**src/rtl/alu_cmd_sequencer_if.sv**
```systemverilog
// ---------------------------------------------------------------------------
// alu_cmd_sequencer_if
// Command/response bundle between a command source and alu_cmd_sequencer.
//   cmd_valid/cmd_ready   request handshake
//   cmd_op/cmd_a/cmd_b    opcode and operands
//   cmd_use_acc           take operand a from the accumulator (when built in)
//   rsp_valid/rsp_ready   response handshake
//   rsp_data/rsp_carry    captured result and masked carry
//   rsp_err               divide-by-zero flag
// Modports: master = command source, slave = sequencer.
// ---------------------------------------------------------------------------
interface alu_cmd_sequencer_if #(
  parameter int DATA_W = 8,
  parameter int CTRL_W = 4
) ();
  logic              cmd_valid;
  logic              cmd_ready;
  logic [CTRL_W-1:0] cmd_op;
  logic [DATA_W-1:0] cmd_a;
  logic [DATA_W-1:0] cmd_b;
  logic              cmd_use_acc;
  logic              rsp_valid;
  logic              rsp_ready;
  logic [DATA_W-1:0] rsp_data;
  logic              rsp_carry;
  logic              rsp_err;

  modport master (
    output cmd_valid, cmd_op, cmd_a, cmd_b, cmd_use_acc, rsp_ready,
    input  cmd_ready, rsp_valid, rsp_data, rsp_carry, rsp_err
  );

  modport slave (
    input  cmd_valid, cmd_op, cmd_a, cmd_b, cmd_use_acc, rsp_ready,
    output cmd_ready, rsp_valid, rsp_data, rsp_carry, rsp_err
  );
endinterface

```
**src/rtl/alu_cmd_sequencer.sv**
```systemverilog
// ---------------------------------------------------------------------------
// alu_cmd_sequencer
// Drives a combinational ALU: accepts one command at a time, holds registered
// operands/opcode on the ALU for SETTLE cycles, captures and sanitises the
// result, and returns it on a valid/ready response channel.
//
// Ports:
//   clk, rst_n          clock (rising edge), asynchronous active-low reset
//   bus (slave)         command/response channel, see alu_cmd_sequencer_if
//   alu_a/alu_b/alu_ctrl registered operands and opcode to the ALU
//   alu_out/alu_carry   ALU result and carry/borrow
//   busy                high whenever not idle
//   cmd_cnt             completed responses, wraps at 16 bits
//
// Parameters: DATA_W (8), CTRL_W (4), SETTLE (1, legal 1..15).
// Optional feature macro: ALU_ACC_FWD_EN adds an accumulator that captures
// every returned result and can replace operand a (cmd_use_acc).
// ---------------------------------------------------------------------------
module alu_cmd_sequencer #(
  parameter int DATA_W = 8,
  parameter int CTRL_W = 4,
  parameter int SETTLE = 1
) (
  input  logic               clk,
  input  logic               rst_n,
  alu_cmd_sequencer_if.slave bus,
  output logic [DATA_W-1:0]  alu_a,
  output logic [DATA_W-1:0]  alu_b,
  output logic [CTRL_W-1:0]  alu_ctrl,
  input  logic [DATA_W-1:0]  alu_out,
  input  logic               alu_carry,
  output logic               busy,
  output logic [15:0]        cmd_cnt
);

  localparam int CNT_W = 4;
  localparam logic [CTRL_W-1:0] OP_ADD = CTRL_W'(0);
  localparam logic [CTRL_W-1:0] OP_SUB = CTRL_W'(1);
  localparam logic [CTRL_W-1:0] OP_DIV = CTRL_W'(3);

  typedef enum logic [1:0] {IDLE, EXEC, RESP} state_t;

  state_t             state_q, state_d;
  logic [CNT_W-1:0]   cnt_q, cnt_d;
  logic [DATA_W-1:0]  alu_a_q, alu_a_d;
  logic [DATA_W-1:0]  alu_b_q, alu_b_d;
  logic [CTRL_W-1:0]  alu_ctrl_q, alu_ctrl_d;
  logic [DATA_W-1:0]  rsp_data_q, rsp_data_d;
  logic               rsp_carry_q, rsp_carry_d;
  logic               rsp_err_q, rsp_err_d;
  logic [15:0]        cmd_cnt_q, cmd_cnt_d;
  logic               div_zero;
  logic               carry_valid;

`ifdef ALU_ACC_FWD_EN
  logic [DATA_W-1:0]  acc_q, acc_d;
`else
  logic               unused_use_acc;
  assign unused_use_acc = bus.cmd_use_acc;
`endif

  // The ALU only defines carry for add/sub; anything else is discarded.
  assign carry_valid = (alu_ctrl_q == OP_ADD) || (alu_ctrl_q == OP_SUB);
  assign div_zero    = (alu_ctrl_q == OP_DIV) && (alu_b_q == '0);

  always_comb begin
    state_d     = state_q;
    cnt_d       = cnt_q;
    alu_a_d     = alu_a_q;
    alu_b_d     = alu_b_q;
    alu_ctrl_d  = alu_ctrl_q;
    rsp_data_d  = rsp_data_q;
    rsp_carry_d = rsp_carry_q;
    rsp_err_d   = rsp_err_q;
    cmd_cnt_d   = cmd_cnt_q;
`ifdef ALU_ACC_FWD_EN
    acc_d       = acc_q;
`endif
    unique case (state_q)
      IDLE: begin
        if (bus.cmd_valid) begin
          alu_a_d    = bus.cmd_a;
`ifdef ALU_ACC_FWD_EN
          if (bus.cmd_use_acc) alu_a_d = acc_q;
`endif
          alu_b_d    = bus.cmd_b;
          alu_ctrl_d = bus.cmd_op;
          // Counter reaching zero marks the capture edge, so a load of
          // SETTLE-1 gives exactly SETTLE cycles from accept to response.
          cnt_d      = CNT_W'(SETTLE - 1);
          state_d    = EXEC;
        end
      end
      EXEC: begin
        if (cnt_q == '0) begin
          rsp_data_d  = div_zero ? {DATA_W{1'b1}} : alu_out;
          rsp_carry_d = carry_valid ? alu_carry : 1'b0;
          rsp_err_d   = div_zero;
          state_d     = RESP;
        end else begin
          cnt_d = cnt_q - 1'b1;
        end
      end
      RESP: begin
        if (bus.rsp_ready) begin
          cmd_cnt_d = cmd_cnt_q + 16'd1;
`ifdef ALU_ACC_FWD_EN
          acc_d     = rsp_data_q;
`endif
          state_d   = IDLE;
        end
      end
      default: state_d = IDLE;
    endcase
  end

  always_ff @(posedge clk or negedge rst_n) begin
    if (!rst_n) begin
      state_q     <= IDLE;
      cnt_q       <= '0;
      alu_a_q     <= '0;
      alu_b_q     <= '0;
      alu_ctrl_q  <= '0;
      rsp_data_q  <= '0;
      rsp_carry_q <= 1'b0;
      rsp_err_q   <= 1'b0;
      cmd_cnt_q   <= '0;
`ifdef ALU_ACC_FWD_EN
      acc_q       <= '0;
`endif
    end else begin
      state_q     <= state_d;
      cnt_q       <= cnt_d;
      alu_a_q     <= alu_a_d;
      alu_b_q     <= alu_b_d;
      alu_ctrl_q  <= alu_ctrl_d;
      rsp_data_q  <= rsp_data_d;
      rsp_carry_q <= rsp_carry_d;
      rsp_err_q   <= rsp_err_d;
      cmd_cnt_q   <= cmd_cnt_d;
`ifdef ALU_ACC_FWD_EN
      acc_q       <= acc_d;
`endif
    end
  end

  // Ready is withheld while reset is asserted so nothing is offered then.
  assign bus.cmd_ready = (state_q == IDLE) && rst_n;
  assign bus.rsp_valid = (state_q == RESP);
  assign bus.rsp_data  = rsp_data_q;
  assign bus.rsp_carry = rsp_carry_q;
  assign bus.rsp_err   = rsp_err_q;
  assign alu_a         = alu_a_q;
  assign alu_b         = alu_b_q;
  assign alu_ctrl      = alu_ctrl_q;
  assign busy          = (state_q != IDLE);
  assign cmd_cnt       = cmd_cnt_q;

endmodule

```
**src/flat_wrapper.sv**
```systemverilog
// flat-port wrapper written by rule: the top's interface ports become plain ports
module alu_cmd_sequencer_flat 
#(
  parameter int DATA_W = 8,
  parameter int CTRL_W = 4,
  parameter int SETTLE = 1
)
  (clk, rst_n, alu_a, alu_b, alu_ctrl, alu_out, alu_carry, busy, cmd_cnt, bus_cmd_valid, bus_cmd_op, bus_cmd_a, bus_cmd_b, bus_cmd_use_acc, bus_rsp_ready, bus_cmd_ready, bus_rsp_valid, bus_rsp_data, bus_rsp_carry, bus_rsp_err);
  alu_cmd_sequencer_if #(.DATA_W(DATA_W), .CTRL_W(CTRL_W)) bus_i ();
  input  logic clk;
  input  logic rst_n;
  output logic [DATA_W-1:0] alu_a;
  output logic [DATA_W-1:0] alu_b;
  output logic [CTRL_W-1:0] alu_ctrl;
  input  logic [DATA_W-1:0] alu_out;
  input  logic alu_carry;
  output logic busy;
  output logic [15:0] cmd_cnt;
  input wire logic [$bits(bus_i.cmd_valid)-1:0] bus_cmd_valid;
  input wire logic [$bits(bus_i.cmd_op)-1:0] bus_cmd_op;
  input wire logic [$bits(bus_i.cmd_a)-1:0] bus_cmd_a;
  input wire logic [$bits(bus_i.cmd_b)-1:0] bus_cmd_b;
  input wire logic [$bits(bus_i.cmd_use_acc)-1:0] bus_cmd_use_acc;
  input wire logic [$bits(bus_i.rsp_ready)-1:0] bus_rsp_ready;
  output wire logic [$bits(bus_i.cmd_ready)-1:0] bus_cmd_ready;
  output wire logic [$bits(bus_i.rsp_valid)-1:0] bus_rsp_valid;
  output wire logic [$bits(bus_i.rsp_data)-1:0] bus_rsp_data;
  output wire logic [$bits(bus_i.rsp_carry)-1:0] bus_rsp_carry;
  output wire logic [$bits(bus_i.rsp_err)-1:0] bus_rsp_err;
  assign bus_i.cmd_valid = bus_cmd_valid;
  assign bus_i.cmd_op = bus_cmd_op;
  assign bus_i.cmd_a = bus_cmd_a;
  assign bus_i.cmd_b = bus_cmd_b;
  assign bus_i.cmd_use_acc = bus_cmd_use_acc;
  assign bus_i.rsp_ready = bus_rsp_ready;
  assign bus_cmd_ready = bus_i.cmd_ready;
  assign bus_rsp_valid = bus_i.rsp_valid;
  assign bus_rsp_data = bus_i.rsp_data;
  assign bus_rsp_carry = bus_i.rsp_carry;
  assign bus_rsp_err = bus_i.rsp_err;
  alu_cmd_sequencer #(.DATA_W(DATA_W), .CTRL_W(CTRL_W), .SETTLE(SETTLE)) u_core (.clk(clk), .rst_n(rst_n), .bus(bus_i), .alu_a(alu_a), .alu_b(alu_b), .alu_ctrl(alu_ctrl), .alu_out(alu_out), .alu_carry(alu_carry), .busy(busy), .cmd_cnt(cmd_cnt));
endmodule
```
**config.mk**
```make
export PLATFORM = sky130hd
export DESIGN_NAME = alu_cmd_sequencer_flat
export DESIGN_NICKNAME = d
export VERILOG_FILES = /design/src/rtl/alu_cmd_sequencer_if.sv /design/src/rtl/alu_cmd_sequencer.sv /design/src/flat_wrapper.sv
export SDC_FILE = /design/constraint.sdc
export NUM_CORES = 1
export LEC_CHECK = 0
export ABC_AREA = 1
export CORE_ASPECT_RATIO = 1.25
export CORE_MARGIN = 2
export CORE_UTILIZATION = 40
export CTS_BUF_LIST = sky130_fd_sc_hd__clkbuf_4
export DETAILED_ROUTE_END_ITERATION = 10
export GPL_ROUTABILITY_DRIVEN = 0
export HOLD_SLACK_MARGIN = 0.02
export PLACE_DENSITY = 0.73
export REMOVE_ABC_BUFFERS = 1
export SLEW_MARGIN = 40
export SYNTH_ARGS = -nofsm -noshare
export SYNTH_HDL_FRONTEND = slang
export SYNTH_SLANG_ARGS = --single-unit
```
**constraint.sdc**
```tcl
create_clock -name clk -period 1.42 [get_ports clk]
set_input_delay 0.213 -clock clk [delete_from_list [all_inputs] [get_ports clk]]
set_output_delay 0.213 -clock clk [all_outputs]
set_load 0.005 [all_outputs]
```
Word level (Yosys, flattened, before mapping)
Index checks and enable logic that the tools add are counted.
- output and inout port bits: 49
- latch bits: 0
- bits in read-only memories: 0
- input port bits: 34
- word-level logic and storage cells: 42
- RAM bits: 0
- bits in registers: 52
- memories kept: 0
- bitwise gates (word level): 0
- divide/modulo/power cells: 0
- equality and inequality tests: 8
- shift operators: 0
- mux-type cells: 9
- add/sub/neg operators: 2
- $mul: 0
- reductions and logical operators: 14
- order comparisons: 0
- operators with widths (kind ; count):
    $add A16 B1 Y16 const B ; 1
    $logic_not A4 Y1 ; 2
    $logic_not A8 Y1 ; 1
    $mux W4 ; 2
    $mux W8 ; 1
    $pmux W4 S2 ; 1
    $mux W2 ; 3
    $ne A2 B2 Y1 const B ; 3
    $pmux W2 S3 ; 1
    $reduce_and A2 Y1 ; 3
    $reduce_and A3 Y1 ; 2
    $eq A4 B1 Y1 const B ; 1
    $eq A4 B2 Y1 const B ; 1
    $reduce_bool A2 Y1 ; 2
    $sub A4 B1 Y4 const B ; 1
    $eq A2 B1 Y1 const B ; 1
    $eq A2 B2 Y1 const B ; 1
    $logic_and A1 B1 Y1 ; 2
    $logic_not A2 Y1 ; 1
    $ne A2 B1 Y1 const B ; 1
    $logic_or A1 B1 Y1 ; 1
    $mux W1 ; 1

Logic depth before layout (Yosys ltp)
- word-level depth: 3
- gate-level depth with buffers: 8
- mapped depth without buffers: 8

Worst setup path before layout
No wires, ideal clock.
- kind: flip-flop to flip-flop
- start point: reg u_core.cmd_cnt_q[0], in the netlist u_core.cmd_cnt[0]
- end point: reg u_core.cmd_cnt_q[14], in the netlist u_core.cmd_cnt[14]
- setup time: 117 ps
- slack: 131 ps
- data required time: 1303 ps
- cell stages (with the launch flop): 9
- data arrival time: 1172 ps
- path buffers: 0
- clock period less this slack: 1289 ps
- cells stage by stage: dfrtp_1 > ha_1 > nand3_1 > nor2_4 > nand2_2 > nor2_2 > nand2_1 > nand2_1 > nand2_1
- cells in the longest elaborated chain, start to end: 1
- RTL lines (item ; line ; RTL):
    start, declared ; alu_cmd_sequencer.sv:51 ; logic [15:0] cmd_cnt_q, cmd_cnt_d;
    start signal, assigned ; alu_cmd_sequencer.sv:140 ; cmd_cnt_q <= cmd_cnt_d;
    $add A16 B1 Y16 ; alu_cmd_sequencer.sv:106 ; cmd_cnt_d = cmd_cnt_q + 16'd1;
No other way between the ends.
A chain may end at the register's enable or synchronous reset.

Final worst setup path
- start point: reg u_core.cnt_q[1]
- end point: reg u_core.rsp_data_q[1], in the netlist u_core.bus.rsp_data[1]
- cells in the longest elaborated chain, start to end: 2
- RTL lines (item ; line ; RTL):
    start, declared ; alu_cmd_sequencer.sv:44 ; logic [CNT_W-1:0] cnt_q, cnt_d;
    start signal, assigned ; alu_cmd_sequencer.sv:133 ; cnt_q <= cnt_d;
    $logic_not A4 Y1 ; alu_cmd_sequencer.sv:95 ; if (cnt_q == '0) begin
    $reduce_and A2 Y1 (no line) ; -- ;
    end signal, assigned ; alu_cmd_sequencer.sv:137 ; rsp_data_q <= rsp_data_d;
    end, declared ; alu_cmd_sequencer.sv:48 ; logic [DATA_W-1:0] rsp_data_q, rsp_data_d;
No other way between the ends.

==> qor.txt <==
R2R Path End: u_core.bus.rsp_data[1]
Worst-path clk slew: 140 ps
Area grow syn2layout: 55.0%
Fin area: 3570 sq um
PortBufs: 81
End of the critical path: u_core.bus.rsp_data[1]
Setup slack, reg-to-reg: 60 ps
Htree depth: 2
Placement Setup Slack: -134 ps
Outcome: finished, final reports clean
Worst r2r src: u_core.cnt_q[1]
Final max-slew violation count: 0
Cell with the most instances after synthesis: nand2_1
WS Path Type: flip-flop to flip-flop
Tightest Pin Transition: 647 ps
Clock latency at the later pin of the worst-skew pair: 370 ps
Clock root buffer: clkbuf_4
Final nets: 432
Initial antenna violation count: 0
Post-synth EDFFs: 0
CP Capture Type: flip-flop
P per Cell Area: 1630 nW/um^2
Share of the synthesized area in the top cell type: 0.564
Final core utilization: 0.652
# setup viols final: 0
CP max FO: 10
Antenna Nets Post-Route: 0
# DRC: 0
Die Wd: 71.9 um
Fin crit period: 1360 ps
DRT Wirelength: 5680 um
Most frequent cells after synthesis: nand2_1, dfrtp_1, nor2_1
Synth Flop Type: dfrtp_1
Ant diodes: 0
Tcrit/Tclk final: 0.956
Pleak: 1.88 nW
Vias in the first global route: 2100
Layout cells sized above 1: 0.212
Post-Syn Area: 2310 sq um
Number of CTS-inserted buffers: 5
Yosys warnings: 0
Relative max-transition margin: 0.569
Largest net degree at the start of global routing: 53
Setup crit start: u_core.cnt_q[1]
Pre-antenna DRT Iters: 4
Row count: 30
Final Hold Vio Count: 0
Core Region: 5480 sq um
GRT Overall Usage: 0.188
Synth area leaders: dfrtp_1, nand2_1, nor2_1, inv_1, xnor2_1
Setup ws final: 62.7 ps
Clock tree buffer depth: 2
Area leader, netlist: dfrtp_1
Total chip power: 0.00581 W
Initial Util: 0.421
Total number of vias: 2161
Ys async rst share: 1.00
Seq cells post-synth: 52
Mapped Avg Cell Area: 8.67 sq um
CTS tree: done
RSZ-0062 raised after global routing: true
Height of the die: 88.9 um
Vias/cell: 4.70
CP startpoint kind: flip-flop
Worst Hold Class: input port to flip-flop
Sequential share of the synthesized area: 0.564
Grt ovf: 0
Mapped Cells: 266
Critical Path RT: 1680 ps
Hpwl dp: 3950 um
Placed Area: 3270 sq um
Max Cap Viol: 0
Die area: 6390 sq um
Final Skew: 7.95 ps
Critical path arrival: 1620 ps
IO Count: 83
Max IR drop VDD: 0.00106 V
Post-synth cell types: 24
Global-route wire length before repair: 9380 um
Max Fclk: 0.737 GHz
Wirelength per Cell: 12.3 um
Clk sinks: 52
Initial DRC count: 73
Cells on worst reg2reg path: 7
-- critical path, stage by stage, from the launching register on --
cell	delay [ps]
dfrtp_1	390
inv_1	110
ha_1	180
nand3_2	130
nor2_4	130
inv_2	110
nor2_1	140
a21oi_2	70
-- kinds of logic (layout without fill, tap and decap cells) --
group | after synthesis | in the layout | synth area share
compound gates | 15 | 15 | 0.0336
xor+xnor | 11 | 11 | 0.0418
fa+ha+maj | 3 | 3 | 0.0163
buf+inv | 24 | 153 | 0.0445
flops | 52 | 52 | 0.564
simple gates | 161 | 162 | 0.300
-- power by group --
group          total (W)  internal (W)  switching, W
combinational    0.00290       0.00147       0.00143
clock           0.000631      0.000183      0.000448
sequential       0.00228       0.00200      0.000280
-- how the worst min path moves through the flow --
stage | slack [ps] | start | cells after the start | to
2_1_floorplan | -80 | rst_n | 0 | u_core.alu_a[0]
3_3_place_gp | 410 | rst_n | 2 | u_core.cmd_cnt[2]
3_5_place_dp | 410 | rst_n | 2 | u_core.cmd_cnt[2]
4_1_cts | 340 | bus_cmd_b[6] | 3 | u_core.alu_b[6]
5_1_grt | 340 | bus_cmd_b[1] | 3 | u_core.alu_b[1]
6_report | 360 | bus_cmd_b[6] | 3 | u_core.alu_b[6]
-- routing by layer --
| metal | GRT usage | up-vias | part of all wire |
|---|---|---|---|
| li1 | - | 1086 | - |
| met1 | 0.223 | 1001 | 0.40 |
| met2 | 0.331 | 68 | 0.51 |
| met3 | 0.0609 | 6 | 0.074 |
| met4 | 0.0463 | 0 | 0.011 |
| met5 | 0 | - | 0 |
-- layout make-up --
cell class	count	area (sq um)
Clock inverter	3	13.8
Multi-Input combinational cell	191	978
Tap cell	64	80.1
Fill cell	508	1910
Sequential cell	52	1300
Timing Repair Buffer	126	1090
Clock buffer	5	37.5
Inverter	19	71.3
-- registers in the layout, indices dropped and copies added, names as in the netlist --
signal / flops
u_core.cnt_q: 4
u_core.bus.rsp_data: 8
u_core.bus.rsp_carry: 1
u_core.bus.rsp_err: 1
u_core.cmd_cnt: 16
u_core.alu_a: 8
u_core.state_q: 2
u_core.alu_ctrl: 4
u_core.alu_b: 8
-- cells in the final DEF (no fill, tap or decap), types with 6 or more instances in the layout --
cell and n:
xnor2_1 6, nor2_1 34, clkdlybuf4s50_1 31, nand2_1 93, dlygate4sd2_1 44, inv_1 14, buf_4 42, nand3_1 8
dfrtp_1 52
-- metrics by stage --
step	hold WS, ps	setup TNS, ps	cells
2_1_floorplan	-82.6	-680	261
3_3_place_gp	407	-351	419
3_5_place_dp	408	-594	419
4_1_cts	342	0	459
5_1_grt	336	-48.0	460
6_report	355	0	460
-- what timing repair did --
| action | in CTS | in global routing |
|---|---|---|
| hold buffers | 1 | 0 |
| buffers inserted | 31 | 0 |
| setup endpoints to repair | 49 | 20 |
| gates cloned | 0 | 1 |
| gates resized for setup | 55 | 26 |
| pin swaps | 0 | 2 |
| endpoints found under the hold margin | 52 | 0 |
Power figures use the tool's default switching activity.
